**src/rtl/byte_queue.sv**
```systemverilog
// Eight-entry byte FIFO between the deserializer and its consumer.
// Upstream uses a level/ack handshake; downstream pops with a strobe.
module byte_queue #(
    parameter int DEPTH = 8
) (
    input  logic       clock_100k,
    input  logic       reset,
    input  logic [7:0] data_in,
    input  logic       enqueue_in,
    output logic       ack_out,
    input  logic       dequeue_in,
    output logic [7:0] data_out,
    output logic       valid_out,
    output logic [3:0] len_out,
    output logic       full_out,
    output logic       empty_out,
    output logic       underflow_out
);

    localparam int AW = $clog2(DEPTH);

    typedef enum logic [1:0] {
        S_WAIT,
        S_ACK,
        S_RELEASE
    } state_e;

    state_e          state_q, state_d;
    logic [AW-1:0]   wr_ptr_q, wr_ptr_d;
    logic [AW-1:0]   rd_ptr_q, rd_ptr_d;
    logic [3:0]      len_q, len_d;
    logic            full_q, full_d;
    logic            empty_q, empty_d;
    logic            ack_q, ack_d;
    logic [7:0]      data_q, data_d;
    logic            valid_q, valid_d;
    logic            under_q, under_d;
    logic [7:0]      mem_q [DEPTH];
    logic [7:0]      mem_d [DEPTH];

    logic            do_write;
    logic            do_pop;

    // Both decisions use pre-edge flags, so a same-edge pop never frees a slot
    // for the write, and a same-edge write is never visible to the pop.
    assign do_write = (state_q == S_WAIT) && enqueue_in && !full_q;
    assign do_pop   = dequeue_in && !empty_q;

    always_comb begin
        state_d  = state_q;
        wr_ptr_d = wr_ptr_q;
        rd_ptr_d = rd_ptr_q;
        len_d    = len_q;
        data_d   = data_q;
        mem_d    = mem_q;
        ack_d    = do_write;
        valid_d  = do_pop;
        under_d  = under_q | (dequeue_in & empty_q);

        unique case (state_q)
            S_WAIT:    if (do_write) state_d = S_ACK;
            S_ACK:     state_d = S_RELEASE;
            S_RELEASE: if (!enqueue_in) state_d = S_WAIT;
            default:   state_d = S_WAIT;
        endcase

        if (do_write) begin
            mem_d[wr_ptr_q] = data_in;
            wr_ptr_d        = wr_ptr_q + 1'b1;
        end

        if (do_pop) begin
            data_d   = mem_q[rd_ptr_q];
            rd_ptr_d = rd_ptr_q + 1'b1;
        end

        if (do_write && !do_pop) begin
            len_d = len_q + 4'd1;
        end else if (!do_write && do_pop) begin
            len_d = len_q - 4'd1;
        end

        full_d  = (len_d == 4'(DEPTH));
        empty_d = (len_d == 4'd0);
    end

    always_ff @(posedge clock_100k or posedge reset) begin
        if (reset) begin
            state_q  <= S_WAIT;
            wr_ptr_q <= '0;
            rd_ptr_q <= '0;
            len_q    <= 4'd0;
            full_q   <= 1'b0;
            empty_q  <= 1'b1;
            ack_q    <= 1'b0;
            data_q   <= 8'h00;
            valid_q  <= 1'b0;
            under_q  <= 1'b0;
            for (int i = 0; i < DEPTH; i++) begin
                mem_q[i] <= 8'h00;
            end
        end else begin
            state_q  <= state_d;
            wr_ptr_q <= wr_ptr_d;
            rd_ptr_q <= rd_ptr_d;
            len_q    <= len_d;
            full_q   <= full_d;
            empty_q  <= empty_d;
            ack_q    <= ack_d;
            data_q   <= data_d;
            valid_q  <= valid_d;
            under_q  <= under_d;
            mem_q    <= mem_d;
        end
    end

    assign ack_out       = ack_q;
    assign data_out      = data_q;
    assign valid_out     = valid_q;
    assign len_out       = len_q;
    assign full_out      = full_q;
    assign empty_out     = empty_q;
    assign underflow_out = under_q;

endmodule
```
**config.mk**
```make
export PLATFORM = sky130hd
export DESIGN_NAME = byte_queue
export DESIGN_NICKNAME = d
export VERILOG_FILES = /design/src/rtl/byte_queue.sv
export SDC_FILE = /design/constraint.sdc
export NUM_CORES = 1
export LEC_CHECK = 0
export ABC_AREA = 1
export CORE_MARGIN = 5
export CORE_UTILIZATION = 55
export CTS_CLUSTER_SIZE = 8
export DETAILED_ROUTE_END_ITERATION = 10
export HOLD_SLACK_MARGIN = 0.06
export PLACE_DENSITY_LB_ADDON = 0.15
export SLEW_MARGIN = 5
export SYNTH_ARGS = -nofsm -noshare
export SYNTH_HDL_FRONTEND = slang
export SYNTH_SLANG_ARGS = --single-unit
```
**constraint.sdc**
```tcl
create_clock -name clock_100k -period 4.9 [get_ports clock_100k]
set_input_delay 1.225 -clock clock_100k [delete_from_list [all_inputs] [get_ports clock_100k]]
set_output_delay 1.225 -clock clock_100k [all_outputs]
set_load 0.005 [all_outputs]
```
Yosys cells after proc, flatten, opt, wreduce, memory -nomap -nowiden
Index checks and enable logic that the tools add are counted.

Register bits: 89. Latch bits: 0. Bits in writable memories: 0. Bits in read-only memories: 0. Input bits: 12. Output and inout port bits: 17. Logic and storage cells: 58. Memories kept: 0.

Add/sub/neg operators: 4. Multiply operators: 0. Divide/modulo/power cells: 0. Magnitude comparators: 3. Equal/unequal tests: 5. Shift operators: 0. Multiplexer cells: 11. Bitwise logic cells: 4. Reduce and logical (&&, ||, !) cells: 13.

Operator list (number): $bwmux 64 (1); $bmux 8 s3 (1); $demux 8 s3 (1); $mux 8 (3); $ge 4x4->1 const B (2); $mux 4 (2); $not 3->4 (2); $add 3x1->3 const B (2); $logic_and 1x1->1 (6); $pmux 2 s3 (1); $add 4x1->4 const B (1); $eq 4x4->1 const B (1); $logic_not 1->1 (4); $logic_not 4->1 (1); $lt 4x1->1 const B (1); $mux 2 (2); $ne 2x2->1 const B (2); $sub 4x1->4 const B (1); $eq 2x1->1 const B (1); $eq 2x2->1 const B (1); $logic_not 2->1 (1); $reduce_and 2->1 (1); $and 1x1->1 (1); $or 1x1->1 (1).

Depth between registers and ports, before layout
Depth after elaboration: 8. Gate-level depth with buffers: 10.

Worst setup path before layout
No wires, ideal clock.

Kind: input port to flip-flop. Start: input port enqueue_in. End: register mem_q[46] (netlist bit). Data arrival time: 2.088 ns. Path slack: 2.687 ns. Stages on the path: 8. Cells stage by stage: inv_1 nor2_4 nand2_4 nor2_4 nand3_4 buf_6 nand2_1 o21ai_1.

Word-level cells in the longest chain between the ends: 2.

Ends and longest elaborated chain: start, declared (RTL line 9) `input logic enqueue_in,`; $logic_and 1x1->1 (2 in series) (RTL line 46) `assign do_write = (state_q == S_WAIT) && enqueue_in && !full_q;`; end signal, assigned (RTL line 113) `mem_q <= mem_d;`; end, declared (RTL line 38) `logic [7:0] mem_q [DEPTH];`.

Every way passes these cells. A chain may end at the register's enable or synchronous reset.

Worst setup path after layout
Start: input port dequeue_in. End: register empty_q, in the netlist empty_out.

Word-level cells in the longest chain between the ends: 5. Elaborated cells between the ends (all ways): 7. Classes of those cells: mux: 2; reduce/logical: 5.

Ends and longest elaborated chain: start, declared (RTL line 11) `input logic dequeue_in,`; $logic_and 1x1->1 * (RTL line 47) `assign do_pop = dequeue_in && !empty_q;`; $logic_and 1x1->1 / $logic_not 1->1 (equally long branches) (RTL line 79, 77); $mux 4 / $logic_and 1x1->1 (equally long branches) (RTL line 79, 77); $mux 4 * (RTL line 77) `if (do_write && !do_pop) begin`; named net len_d[0] (RTL line 31) `logic [3:0] len_q, len_d;`; $logic_not 4->1 * (RTL line 84) `empty_d = (len_d == 4'd0);`; named net empty_d (RTL line 33) `logic empty_q, empty_d;`; end signal, assigned (RTL line 108) `empty_q <= empty_d;`; end, declared (RTL line 33).

The timed path passes the listed nets; every way through them passes the cells marked *.

==> qor.csv <==
metric;value;unit
coreArea;0.00721;mm2
synth.area.top_cells;sky130_fd_sc_hd__dfrtp_1 (54%), sky130_fd_sc_hd__nand2_1 (9.3%), sky130_fd_sc_hd__o21ai_0 (7.8%);
timing.final.crit_share;58.1;%
dr.first_iter.drc_count;201;
static_leakage;2.14;nW
synthSimpleGateAreaFrac;19.8;%
synthesis.area;0.00405;mm2
post_synth_inst_count;448;
timing.final.max_slew_violations;0;
wl_per_cell;15.5;um
placementRows;31;
area_growth_syn_to_layout;12.9;%
globalRouteTotalUtil;22.1;%
finalHoldViolCount;0;
worst_slack;2050;ps
timing.critical_path.to;empty_out;
syn-mean-instance-area;9.04;um2
groute.layer.met2.usage;36.4;%
fin_setup_tns;0;ps
grt_pass1_vias;3068;
initial_utilization;56.1;%
synth-async-reset-ratio;100;%
number_of_antenna_violations_at_the_first_check_in_global_routing;0;
worst_r2r_path_depth;10;
floorplan.die_area;0.00918;mm2
rr_startpoint;empty_out;
synth_adder_area_share;1.24;%
drc;0;
clock-sinks;89;
peakVddDrop;0.265;mV
worst_r2r_endpoint;empty_out;
yosys_register_bits;89;
seqPwrFrac;44.5;%
max_cap_viol_count;0;
netlist_top_cells_count;sky130_fd_sc_hd__nand2_1 (100), sky130_fd_sc_hd__dfrtp_1 (88), sky130_fd_sc_hd__o21ai_0 (63);
ys_seq_area_share;55.0;%
end_kind;register;
cts-hold-fix-buffers;0;
design.final.nets;486;
root_buffer;sky130_fd_sc_hd__clkbuf_8;
clkTransAtPathRegs;90;ps
stages_on_the_worst_setup_path;9;
vias_per_cell;5.47;
diode_insertion_count_for_antenna_repair;0;
met1_resource_use_gr;29.6;%
synth_most_common_cell;sky130_fd_sc_hd__nand2_1;
r2r_setup_slack;2820;ps
total_switching_power;0.00122;W
synth-main-ff-cell;sky130_fd_sc_hd__dfrtp_1;
critical_path.startpoint;dequeue_in;
crit_type;in2reg;
fp.dieW;95.8;um
synth_top_family_by_area;simple AND/OR/NAND/NOR gates;
swShare;40.0;%
max_stage_delay;520;ps
compound_cell_area_share_of_the_yosys_netlist;16.4;%
critPathMostFrequentCell;sky130_fd_sc_hd__nand2_1;
internal_power;0.00182;W
timing.clock.skew;7.42;ps
outcome;finished clean;
timing.critical_path.cells;clkdlybuf4s50_1 > nand2_1 > inv_1 > nand2_1 > nand3_1 > nand2_1 > nor2_1 > nand2_1 > nor2_1;
synth.top_cell.area_share;54.4;%
yosys_warnings;0;
hold_path.class;reg2reg;
netlist-cell-type-count;28;
hpwlAfterDp;5660;um
global_route_wire_length_before_repair;15300;um
cts_repair_resize_count;0;
dp.cells;558;
final_weighted_congestion_in_routability_driven_placement;0.821;
final_cells;574;
powerDensity;665;mW/mm2
arrival;3150;ps
postRouteWirelength;8890;um
drt_pass1_iterations;4;
crit_path_top_delay_cell;sky130_fd_sc_hd__inv_1;
period_needed;2850;ps
cp_buf_inv_count;2;
place.port_buffers;28;
critical_path.max_fanout;16;
worst_pin_slew;965;ps
htreeDepth;3;
synth.net_count;464;
synth_xor_area_share;1.08;%
clockPowerShare;17.1;%
boundaryPins;29;
p_comb_share;38.4;%
yosys-mux-area-fraction;0.278;%
report.final.setup_viol;0;
cts_inserted_buffers;9;
cts.repair_timing.setup_buffer_count;0;
grt_busiest_layer;met2;
clock_latency;360;ps
maxClockFrequency;351;MHz
path_delay_family;buffers and inverters;
synth_edf_count;0;
grt.overflow.total;0;
dp_worst_setup_slack;1680;ps
die-height;95.8;um
slew_headroom;35.7;%
worst_setup_path_start_kind;primary input;
layout-drive-gt1-share;7.79;%
crit_required;5200;ps
gr-usage-met3;3.21;%
clockBufferDepth;2;
antenna_left;0;
yosys.area.top_type;sky130_fd_sc_hd__dfrtp_1;
vias;3138;
cts_tree;yes;
grt_setup_unrepaired;false;
grt_start_max_net_pins;49;
-- stage by stage --
step,hold slack [ps],util (%),area (um2),power [W]
3_3_place_gp,438,60.5,4370,0.00250
2_1_floorplan,448,-,4050,0.00216
5_1_grt,492,63.4,4570,0.00331
4_1_cts,468,63.4,4570,0.00306
6_report,468,63.4,4570,0.00304
3_5_place_dp,448,60.5,4370,0.00254
-- worst min-delay path by stage --
stage | start | end | slack, ps | cells after the start
2_1_floorplan | mem_q[10] | mem_q[10] | 450 | 2
3_3_place_gp | underflow_out | underflow_out | 440 | 1
3_5_place_dp | underflow_out | underflow_out | 450 | 1
4_1_cts | underflow_out | underflow_out | 470 | 1
5_1_grt | underflow_out | underflow_out | 490 | 1
6_report | underflow_out | underflow_out | 470 | 1
-- layout by cell type, fill, tap and decap left out, types with 2 or more instances in the layout --
cell	count
sky130_fd_sc_hd__ha_1	4
sky130_fd_sc_hd__nor2_4	3
sky130_fd_sc_hd__inv_1	33
sky130_fd_sc_hd__nand3_4	4
sky130_fd_sc_hd__o21ai_2	2
sky130_fd_sc_hd__clkinv_2	2
sky130_fd_sc_hd__clkbuf_8	10
sky130_fd_sc_hd__nand2_1	100
sky130_fd_sc_hd__nand3_1	17
sky130_fd_sc_hd__o21ai_0	63
sky130_fd_sc_hd__clkinv_4	2
sky130_fd_sc_hd__nand2_4	3
sky130_fd_sc_hd__o21ai_1	33
sky130_fd_sc_hd__dfrtp_1	88
sky130_fd_sc_hd__nand4_4	2
sky130_fd_sc_hd__buf_4	3
sky130_fd_sc_hd__a21oi_1	8
sky130_fd_sc_hd__nand4_1	2
sky130_fd_sc_hd__nor2_1	38
sky130_fd_sc_hd__xor2_1	4
sky130_fd_sc_hd__clkinvlp_4	2
sky130_fd_sc_hd__clkdlybuf4s50_1	28
sky130_fd_sc_hd__o211ai_1	16
-- cells by family after synthesis --
logic type | after synthesis
simple gates | 170
flops | 89
compound gates | 123
xor+xnor | 5
fa+ha+maj | 4
buf+inv | 56
mux | 1
-- metal layers --
metal  routed length, um  share of wire (%)
met5                   0                  0
met4                 108                1.2
met3                 577                6.5
met2                4180                 47
met1                4030                 45
-- final cells by class --
cell class	count	area, um2
Clock buffer	10	138
Clock inverter	6	67.6
Fill cell	647	2640
Inverter	36	139
Multi-Input combinational cell	303	1570
Sequential cell	89	2230
Tap cell	99	124
Timing Repair Buffer	31	303
-- flip-flops by register name, indices dropped and copies added, names as in the netlist, 2 cells and up --
name,flops
mem_q,64
data_out,8
len_out,4
rd_ptr_q,3
wr_ptr_q,3
state_q,2
-- power groups by stage --
stage,Sequential (W),Clock (W),Combinational (W)
2_1_floorplan,0.00128,0,0.000876
3_3_place_gp,0.00135,0,0.00114
3_5_place_dp,0.00136,0,0.00118
4_1_cts,0.00135,0.000530,0.00118
5_1_grt,0.00140,0.000562,0.00135
6_report,0.00135,0.000520,0.00117
-- worst reg2reg max path, stage by stage, from the launching register on --
cell,delay [ps]
sky130_fd_sc_hd__dfstp_2,550
sky130_fd_sc_hd__inv_1,40
sky130_fd_sc_hd__nand2_1,290
sky130_fd_sc_hd__inv_1,370
sky130_fd_sc_hd__nand2_1,240
sky130_fd_sc_hd__nand2_1,80
sky130_fd_sc_hd__nand2_1,80
sky130_fd_sc_hd__nand2_1,60
sky130_fd_sc_hd__nor2_1,140
sky130_fd_sc_hd__nand2_1,70
sky130_fd_sc_hd__nor2_1,90
Note: power is estimated with default switching activity, not from simulation.
